`config.mk`:
```
export PLATFORM = sky130hd
export DESIGN_NAME = mdio_master_ctrl
export DESIGN_NICKNAME = d
export VERILOG_FILES = /design/src/rtl/mdio_master_ctrl.sv
export SDC_FILE = /design/constraint.sdc
export NUM_CORES = 1
export LEC_CHECK = 0
export CORE_MARGIN = 1.5
export CORE_UTILIZATION = 54
export DETAILED_ROUTE_END_ITERATION = 8
export GPL_TIMING_DRIVEN = 0
export PLACE_DENSITY = 0.8
export SYNTH_ARGS = -nofsm -noshare
export SYNTH_HDL_FRONTEND = slang
export SYNTH_SLANG_ARGS = --single-unit
```
`constraint.sdc`:
```
create_clock -name clk -period 2.6 [get_ports clk]
set_input_delay 0.52 -clock clk [delete_from_list [all_inputs] [get_ports clk]]
set_output_delay 0.52 -clock clk [all_outputs]
set_load 0.1 [all_outputs]
```
`src/rtl/mdio_master_ctrl.sv`:
```
`default_nettype none
// ============================================================================
// Module   : mdio_master_ctrl
// Brief    : Clause-22 MDIO management master; one frame per host command,
//            MDC divided from clk. MDIO_PREAMBLE_SUPPRESS_EN adds cfg_no_pre.
// Revision : 1.0 - initial release
// ============================================================================
module mdio_master_ctrl #(
   parameter int MDC_DIV      = 10,
   parameter int PREAMBLE_LEN = 32
) (
   input  logic        clk,
   input  logic        reset,
   input  logic        cmd_valid,
   output logic        cmd_ready,
   input  logic        cmd_read,
   input  logic [4:0]  cmd_phy_addr,
   input  logic [4:0]  cmd_reg_addr,
   input  logic [15:0] cmd_wdata,
`ifdef MDIO_PREAMBLE_SUPPRESS_EN
   input  logic        cfg_no_pre,
`endif
   output logic        rsp_valid,
   output logic [15:0] rsp_rdata,
   output logic        rsp_err,
   output logic        busy,
   output logic        mdc,
   output logic        mdio_out,
   output logic        mdio_oe,
   input  logic        mdio_in
);

   localparam logic [3:0] c_st_idle = 4'd0;
   localparam logic [3:0] c_st_pre  = 4'd1;
   localparam logic [3:0] c_st_st   = 4'd2;
   localparam logic [3:0] c_st_op   = 4'd3;
   localparam logic [3:0] c_st_phy  = 4'd4;
   localparam logic [3:0] c_st_reg  = 4'd5;
   localparam logic [3:0] c_st_ta   = 4'd6;
   localparam logic [3:0] c_st_data = 4'd7;
   localparam logic [3:0] c_st_done = 4'd8;

   localparam int                 c_div_w    = (MDC_DIV > 1) ? $clog2(MDC_DIV) : 1;
   localparam logic [c_div_w-1:0] c_div_last = c_div_w'(MDC_DIV - 1);
   localparam logic [4:0]         c_pre_last = 5'(PREAMBLE_LEN - 1);

   logic [3:0]         r_state;
   logic [3:0]         w_state_nxt;
   logic [c_div_w-1:0] r_div_cnt;
   logic               r_mdc;
   logic [4:0]         r_bit_cnt;
   logic [4:0]         w_bit_lim;
   logic [31:0]        r_tx_sr;
   logic [15:0]        r_rx_sr;
   logic               r_read;
   logic               r_ta_hi;
   logic [15:0]        r_rsp_rdata;
   logic               r_rsp_err;
   logic               w_accept;
   logic               w_skip_pre;
   logic               w_active;
   logic               w_div_tc;
   logic               w_bit_end;
   logic               w_sample;
   logic               w_last_bit;

`ifdef MDIO_PREAMBLE_SUPPRESS_EN
   assign w_skip_pre = cfg_no_pre;
`else
   assign w_skip_pre = 1'b0;
`endif

   assign w_accept   = cmd_valid & cmd_ready;
   assign w_active   = (r_state != c_st_idle) && (r_state != c_st_done);
   assign w_div_tc   = (r_div_cnt == c_div_last);
   // New bit is driven on the mdc 1->0 toggle, mdio_in sampled on the 0->1 toggle
   assign w_bit_end  = w_active & w_div_tc & r_mdc;
   assign w_sample   = w_active & w_div_tc & ~r_mdc;
   assign w_last_bit = w_bit_end && (r_bit_cnt == w_bit_lim);

   always_comb begin
      w_bit_lim = 5'd1;
      case (r_state)
         c_st_pre:  w_bit_lim = c_pre_last;
         c_st_phy:  w_bit_lim = 5'd4;
         c_st_reg:  w_bit_lim = 5'd4;
         c_st_data: w_bit_lim = 5'd15;
         default:   w_bit_lim = 5'd1;
      endcase
   end

   always_ff @(posedge clk) begin
      if (reset) r_state <= c_st_idle;
      else       r_state <= w_state_nxt;
   end

   always_comb begin
      w_state_nxt = r_state;
      case (r_state)
         c_st_idle: if (w_accept)   w_state_nxt = w_skip_pre ? c_st_st : c_st_pre;
         c_st_pre:  if (w_last_bit) w_state_nxt = c_st_st;
         c_st_st:   if (w_last_bit) w_state_nxt = c_st_op;
         c_st_op:   if (w_last_bit) w_state_nxt = c_st_phy;
         c_st_phy:  if (w_last_bit) w_state_nxt = c_st_reg;
         c_st_reg:  if (w_last_bit) w_state_nxt = c_st_ta;
         c_st_ta:   if (w_last_bit) w_state_nxt = c_st_data;
         c_st_data: if (w_last_bit) w_state_nxt = c_st_done;
         c_st_done: w_state_nxt = c_st_idle;
         default:   w_state_nxt = c_st_idle;
      endcase
   end

   always_comb begin
      cmd_ready = (r_state == c_st_idle) & ~reset;
      busy      = (r_state != c_st_idle);
      rsp_valid = (r_state == c_st_done);
      mdio_out  = 1'b1;
      mdio_oe   = 1'b0;
      case (r_state)
         c_st_pre: mdio_oe = 1'b1;
         c_st_st, c_st_op, c_st_phy, c_st_reg: begin
            mdio_out = r_tx_sr[31];
            mdio_oe  = 1'b1;
         end
         c_st_ta, c_st_data: begin
            mdio_out = r_tx_sr[31];
            mdio_oe  = ~r_read;
         end
         default: ;
      endcase
   end

   assign mdc       = r_mdc;
   assign rsp_rdata = r_rsp_rdata;
   assign rsp_err   = r_rsp_err;

   always_ff @(posedge clk) begin
      if (reset) begin
         r_div_cnt   <= '0;
         r_mdc       <= 1'b0;
         r_bit_cnt   <= 5'd0;
         r_tx_sr     <= 32'h0;
         r_rx_sr     <= 16'h0;
         r_read      <= 1'b0;
         r_ta_hi     <= 1'b0;
         r_rsp_rdata <= 16'h0;
         r_rsp_err   <= 1'b0;
      end else begin
         if (w_active) begin
            if (w_div_tc) begin
               r_div_cnt <= '0;
               r_mdc     <= ~r_mdc;
            end else begin
               r_div_cnt <= r_div_cnt + 1'b1;
            end
         end else begin
            r_div_cnt <= '0;
            r_mdc     <= 1'b0;
         end

         if (r_state != w_state_nxt) r_bit_cnt <= 5'd0;
         else if (w_bit_end)         r_bit_cnt <= r_bit_cnt + 5'd1;

         // Everything after the preamble is shifted out of one frame register
         if (w_accept) begin
            r_read  <= cmd_read;
            r_ta_hi <= 1'b0;
            r_tx_sr <= {2'b01, (cmd_read ? 2'b10 : 2'b01), cmd_phy_addr, cmd_reg_addr,
                        (cmd_read ? 2'b11 : 2'b10), (cmd_read ? 16'hFFFF : cmd_wdata)};
         end else if (w_bit_end && (r_state != c_st_pre)) begin
            r_tx_sr <= {r_tx_sr[30:0], 1'b1};
         end

         if (w_sample && (r_state == c_st_ta) && (r_bit_cnt == 5'd1)) r_ta_hi <= mdio_in;
         if (w_sample && (r_state == c_st_data)) r_rx_sr <= {r_rx_sr[14:0], mdio_in};

         if ((r_state == c_st_data) && (w_state_nxt == c_st_done)) begin
            if (r_read) begin
               r_rsp_rdata <= r_rx_sr;
               r_rsp_err   <= r_ta_hi;
            end else begin
               r_rsp_err   <= 1'b0;
            end
         end
      end
   end

endmodule
`default_nettype wire

```
# [Word-level counts from Yosys, hierarchy flattened]
# Index checks and enable logic that the tools add are counted.
[op_classes] n_addsub=2 mul=0 n_div=0 order_cmp=0 eq_ne=15 n_shift=0 muxes=20 bitwise_logic=9 reduce_logical=20
[ops] op="$mux 31" count=2
[ops] op="$mux 4" count=8
[ops] op="$pmux 4 s8" count=1
[ops] op="$eq 4x3->1 const B" count=4
[ops] op="$mux 16" count=1
[ops] op="$pmux 5 s3" count=1
[ops] op="$eq 4x4->1 const B" count=3
[ops] op="$reduce_or 2->1" count=5
[ops] op="$eq 4x2->1 const B" count=2
[ops] op="$logic_and 1x1->1" count=7
[ops] op="$reduce_or 6->1" count=1
[ops] op="$add 5x1->5 const B" count=1
[ops] op="$and 1x1->1" count=5
[ops] op="$eq 5x1->1 const B" count=1
[ops] op="$eq 5x5->1" count=1
[ops] op="$mux 1" count=5
[ops] op="$reduce_or 5->1" count=1
[ops] op="$add 4x1->4 const B" count=1
[ops] op="$eq 4x1->1 const B" count=1
[ops] op="$logic_not 4->1" count=1
[ops] op="$ne 4x1->1 const B" count=1
[ops] op="$ne 4x4->1" count=1
[ops] op="$ne 4x4->1 const B" count=1
[ops] op="$not 1->1" count=4
[ops] op="6 further kinds" count=7
[word_totals] regBits=81 latch_bits=0 mem_bits_rw=0 mem_bits_ro=0 inputBits=31 out_inout_bits=23 wordCells=77 memories=0

# [Longest topological paths before layout]
[logic_depth] ltp_word=10 ltp_mapped=9

# [Least setup slack after synthesis]
# OpenSTA, ideal clock, no wires.
[synth_path] path_kind="register to output" from="reg r_state[0]" to="out mdio_oe" t_arrival_ns=2.915 setup_slack_ns=-0.835 path_stages_with_launch=4 cell_sequence="dfxtp_1 buf_4 nor3_1 a311oi_1"
[synth_via] elab_chain_cells=3 word_cells_on_any_way=10 cone_classes="eq/ne: 7; mux: 1; reduce/logical: 2"
[synth_rtl] element="start: declaration" line_no="47" rtl="logic [3:0] r_state;"
[synth_rtl] element="start signal: assignment" line_no="93" rtl="if (reset) r_state <= c_st_idle;"
[synth_rtl] element="start signal: assignment" line_no="94" rtl="else r_state <= w_state_nxt;"
[synth_rtl] element="$eq 4x2->1 (tied with other cells)" line_no="119" rtl="case (r_state)"
[synth_rtl] element="$reduce_or 5->1 (no line) / $reduce_or 2->1 (equally long branches)"
[synth_rtl] element="$pmux 1 s2 (*)" line_no="119"
[synth_rtl] element="end: declaration" line_no="29" rtl="output logic mdio_oe,"
# Mark *: on every way between the ends. The rest lies on a longest branch, timed or not.

# [Worst setup path after layout]
[layout_path] from="reg r_state[1]" to="out mdio_out"
[layout_via] elab_chain_cells=3 word_cells_on_any_way=8 cone_classes="eq/ne: 6; mux: 1; reduce/logical: 1"
[layout_rtl] element="$eq 4x3->1 / $eq 4x2->1 (equally long branches)" line_no="119"
[layout_rtl] element="$reduce_or 6->1 (no line) (*)"
[layout_rtl] element="$mux 1 (*)" line_no="119"
[layout_rtl] element="end: declaration" line_no="28" rtl="output logic mdio_out,"
# Marks and branches as above.

==> results by stage <==
Worst setup path:
- The endpoint arrival time on the critical path is 1970 ps.
- The number of cell instances on the worst register-to-register path is 7.
- In this run the worst path has a maximum fanout of 10.
- For this run, the slowest stage of the critical path takes 840 ps.
- The endpoint required time on the critical path is 2080 ps.
- The worst setup path is launched from a register.
- The nature of the critical path endpoint is an output pin.
- The reg-to-reg critical path endpoint is rsp_rdata[13].
- In this design, the largest share of critical-path delay is due to buffers and inverters.
- Among all stages on the critical path, the largest delay is contributed by sky130_fd_sc_hd__dlygate4sd2_1.
- The register-to-register setup slack is 310 ps.
- The buffers plus inverters on the worst setup path is 2.
- The critical setup path kind is reg2out.
- The signal on the critical path passes through buf_6, nor2_2, or3_1, dlygate4sd2_1.
- The launch point of the worst reg-to-reg path is r_state[3].

Floorplanning:
- The die area is 7190 µm².
- Measured along the y axis, the die boundary spans 84.8 µm.
- The initialized floorplan defines 29 standard-cell rows.
- The floorplan die width is 84.8 µm.
- The number of ports placed on the die boundary is 54.
- The core region is 6420 µm².
- The initial standard-cell utilization of the core is 0.563.

Placement:
- Timing analysis after detailed placement gives a worst setup slack of -533 ps.
- Summed over all nets, the half-perimeter wirelength after detailed placement is 5240 µm.
- The instance count after placement with tap cells included is 541.
- Port buffering added 53 buffers.
- The last weighted congestion value of the routability-driven placer is 0.873.

Job:
- Across the run, the number of max-cap violations was 0.

Synth:
- For this run, the leading register cell type out of synthesis is sky130_fd_sc_hd__dfxtp_1.
- The count of cell types in the netlist is 41.
- The count of warnings emitted by yosys is 0.
- The average cell area after synthesis is 8.79 µm².
- In the synthesized netlist, the number of instances is 411.
- The proportion of synthesized chip area in sequential cells is 0.449.
- The share of flip-flops with an asynchronous set or reset is 0.
- The number of nets in the synthesized netlist is 446.
- The synthesized design contains 0 enable-type register cells.
- In this run, synthesis produced a sequential element count of 81.
- The cell area after synthesis is 3610 µm².

Timing:
- The final cycle utilization of the critical path is 0.956.
- The final hold slack is 470 ps.
- The worst setup slack after layout is 115 ps.
- On the final layout, the worst clock skew is 9.50 ps.
- The minimum period implied by the final worst setup slack is 2490 ps.
- The worst pin sits at a relative slew slack of 0.350.
- The final number of hold-violating endpoints is 0.
- Setup total negative slack on the finished layout was measured at 0 ps.
- Setup repair after global routing left no endpoint under its margin.
- Setup violations remaining at the end of the flow were counted as 0.
- For the pin with the worst max-slew slack, the measured transition is 973 ps.
- The number of max-slew violations in the final report is 0.
- Based on the critical path, the design can be clocked at up to 402 MHz.

Clocking:
- Clock-pin slew was measured on the worst setup and hold paths at 80 ps.
- The clock root buffer is sky130_fd_sc_hd__clkbuf_8.
- The clock buffer count from CTS is 9.
- Once the clock tree was built, the setup fixing pass inserted 0 buffers.
- The TritonCTS clock tree is done.
- Counting along the longest clock path gives a buffer depth of 2.
- The later-pin clock latency in the skew report is 350 ps.
- Clock tree synthesis found a total of 81 sinks.
- The H-tree was split into 3 levels.

Global route:
- The met1 layer usage reported by global route is 0.288.
- The met3 routing resource usage after global routing is 0.0344.
- met2 is the most crowded layer.
- The total global-route track usage is 0.219.
- The sum of overflow across all layers after global routing is 0.
- Entering global routing, the biggest net connects 15 pins.
- For met2 alone, demand over resource in global routing was 0.356.
- The number of global-route vias before repair is 2865.
- The first global-routing pass estimated 12800 µm of wire.
- The initial antenna violation count came to 0.

Pwr:
- The net switching power figure is 0.000588 W.
- After layout, the design draws a total of 0.00253 W.
- Across the VDD grid, the largest voltage drop is 0.000375 V.
- Of the total power, registers draw 0.513.
- The part of the total power dissipated in the clock network is 0.406.
- Internal power comes to 0.00194 W.
- The power per cell area is 564 nW/µm².
- For this design the static power due to leakage is 1.52 nW.
- The switching part of the total power is 0.233.
- The share of total power dissipated in combinational logic is 0.080.

Hold path:
- The worst hold path belongs to the class reg2reg.
- The end of the worst hold path is r_ta_hi.
- Along the worst hold path, the cell count comes to 2.
- In this run the most critical hold path is launched from r_ta_hi.

Drt:
- The total wire length is 7520 µm.
- The post-detailed-route count of antenna-violating nets is 0.
- The post-detailed-route via-to-cell ratio is 5.47.
- After detailed routing, the average wire length per cell comes to 13.5 µm.
- The detailed router finished its first iteration with 140 violations.
- The routed layout has 3047 vias.
- The first TritonRoute pass finished after 8 iterations.
- The DRC violation count after routing is 4.

Cells and area:
- The post-synthesis to final-layout area growth is 24.0%.
- Of the cells placed in the final design, the portion with a size suffix greater than 1 is 0.0833.
- For this run, the number of standard cells in the final layout without fillers is 557.
- The final-layout fill cell count is 506.
- After the last flow step, the layout net total stands at 510.
- The number of antenna repair diodes is 0.

Run status:
- The checks that failed: DRC.
- The run finished, with violations left.
## final cells by class
cell class                      instances  area (µm²)  share of cell area
Clock inverter                          6        90.1              0.0201
Multi-Input combinational cell        294        1840               0.410
Inverter                                5        18.8             0.00419
Buffer                                 31         155              0.0346
Timing Repair Buffer                   53         526               0.117
Sequential cell                        81        1620               0.362
Tap cell                               77        96.3              0.0215
Clock buffer                           10         138              0.0307
## flip-flops by register name, summed over array words and instances, names as in the netlist
| signal | cells |
|---|---|
| r_bit_cnt | 5 |
| r_div_cnt | 4 |
| r_read | 1 |
| r_tx_sr | 32 |
| r_ta_hi | 1 |
| rsp_rdata | 16 |
| r_state | 4 |
| rsp_err | 1 |
| mdc | 1 |
| r_rx_sr | 16 |
## worst register-to-register path, cell delays in order (launching register included)
cell                      delay (ps)
sky130_fd_sc_hd__dfxtp_1         350
sky130_fd_sc_hd__buf_2           190
sky130_fd_sc_hd__nor3b_1         270
sky130_fd_sc_hd__mux2i_1         330
sky130_fd_sc_hd__a32oi_4         150
sky130_fd_sc_hd__nor3_4          490
sky130_fd_sc_hd__buf_6           240
sky130_fd_sc_hd__mux2i_1         200
## per-stage QoR
step                      instance area, µm²  utilization
after floorplan                         3620            -
after global placement                  4250        0.661
after detailed placement                4250        0.661
after CTS                               4480        0.698
after global routing                    4480        0.698
final                                   4480        0.698
## worst max path at each step
stage                          start            end  slack [ps]  cells past startpoint
after floorplan                  mdc  rsp_rdata[10]           5                      6
after global placement         reset      cmd_ready        -540                      4
after detailed placement       reset      cmd_ready        -530                      4
after CTS                 r_state[0]      cmd_ready          30                      4
after global routing      r_state[1]       mdio_out          30                      4
final                     r_state[1]       mdio_out         110                      4
## cell usage after synthesis (2+ instances only)
library cell	n	area (µm²)
sky130_fd_sc_hd__a21oi_1	5	25.0
sky130_fd_sc_hd__a311oi_1	29	254
sky130_fd_sc_hd__and2_1	3	18.8
sky130_fd_sc_hd__xor2_1	4	35.0
sky130_fd_sc_hd__nand3b_1	3	22.5
sky130_fd_sc_hd__nand3_1	5	25.0
sky130_fd_sc_hd__o21ai_0	2	10.0
sky130_fd_sc_hd__nor2_1	57	214
sky130_fd_sc_hd__or2_2	2	12.5
sky130_fd_sc_hd__inv_1	5	18.8
sky130_fd_sc_hd__nor4_1	2	12.5
sky130_fd_sc_hd__clkbuf_1	18	67.6
sky130_fd_sc_hd__nor3_1	13	65.1
sky130_fd_sc_hd__or4_1	2	15.0
sky130_fd_sc_hd__buf_6	2	22.5
sky130_fd_sc_hd__mux2i_1	36	360
sky130_fd_sc_hd__or3_1	2	12.5
sky130_fd_sc_hd__buf_2	7	35.0
sky130_fd_sc_hd__buf_4	4	30.0
sky130_fd_sc_hd__xnor2_1	4	35.0
sky130_fd_sc_hd__nand2b_1	35	219
sky130_fd_sc_hd__and3_1	2	12.5
sky130_fd_sc_hd__nand2_1	66	248
sky130_fd_sc_hd__ha_1	4	50.1
sky130_fd_sc_hd__o31ai_1	2	15.0
sky130_fd_sc_hd__dfxtp_1	81	1620
sky130_fd_sc_hd__nand4_1	2	12.5
## power groups by stage
stage | logic, W | registers, W | clock network (W)
2_1_floorplan | 0.000122 | 0.00132 | 0
3_3_place_gp | 0.000198 | 0.00132 | 0
3_5_place_dp | 0.000201 | 0.00132 | 0
4_1_cts | 0.000202 | 0.00130 | 0.00105
5_1_grt | 0.000221 | 0.00130 | 0.00110
6_report | 0.000203 | 0.00130 | 0.00103
## cells by family (layout without fill, tap and decap cells)
kind of cell / count (synthesis) / in the layout / share of synthesized area
AO/OA/AOI/OAI: 45 / 45 / 0.107
XOR/XNOR: 8 / 8 / 0.0194
adder cells (fa/ha/maj): 4 / 4 / 0.0139
buffers and inverters: 36 / 105 / 0.0481
flip-flops: 81 / 81 / 0.449
multiplexers: 36 / 36 / 0.0997
AND/OR/NAND/NOR: 201 / 201 / 0.264
## layout by cell type, fill, tap and decap left out, types with 3 or more instances in the layout
cell type / synthesis / layout
sky130_fd_sc_hd__nand2b_1: 35 / 35
sky130_fd_sc_hd__xnor2_1: 4 / 4
sky130_fd_sc_hd__and2_1: 3 / 3
sky130_fd_sc_hd__nor2_1: 57 / 57
sky130_fd_sc_hd__nor3_1: 13 / 12
sky130_fd_sc_hd__nand3b_1: 3 / 3
sky130_fd_sc_hd__clkbuf_1: 18 / 18
sky130_fd_sc_hd__buf_2: 7 / 8
sky130_fd_sc_hd__a311oi_1: 29 / 28
sky130_fd_sc_hd__dfxtp_1: 81 / 81
sky130_fd_sc_hd__xor2_1: 4 / 4
sky130_fd_sc_hd__mux2i_1: 36 / 36
sky130_fd_sc_hd__nand2_1: 66 / 66
sky130_fd_sc_hd__buf_4: 4 / 4
sky130_fd_sc_hd__clkbuf_8: 0 / 10
sky130_fd_sc_hd__nand3_1: 5 / 5
sky130_fd_sc_hd__clkdlybuf4s50_1: 0 / 48
sky130_fd_sc_hd__inv_1: 5 / 5
sky130_fd_sc_hd__a21oi_1: 5 / 5
sky130_fd_sc_hd__ha_1: 4 / 4
## routing by layer
metal,vias up,share of wire
met3,19,0.030
li1,1539,-
met4,0,0.022
met1,1418,0.48
met5,-,0
met2,71,0.47
## repair_timing
action / 4_1_cts / 5_1_grt
resized for setup: 12 / 3
setup endpoints to repair: 5 / 3
hold buffers: 0 / 0
pin swaps: 0 / 0
Note: power is estimated with default switching activity, not from simulation.
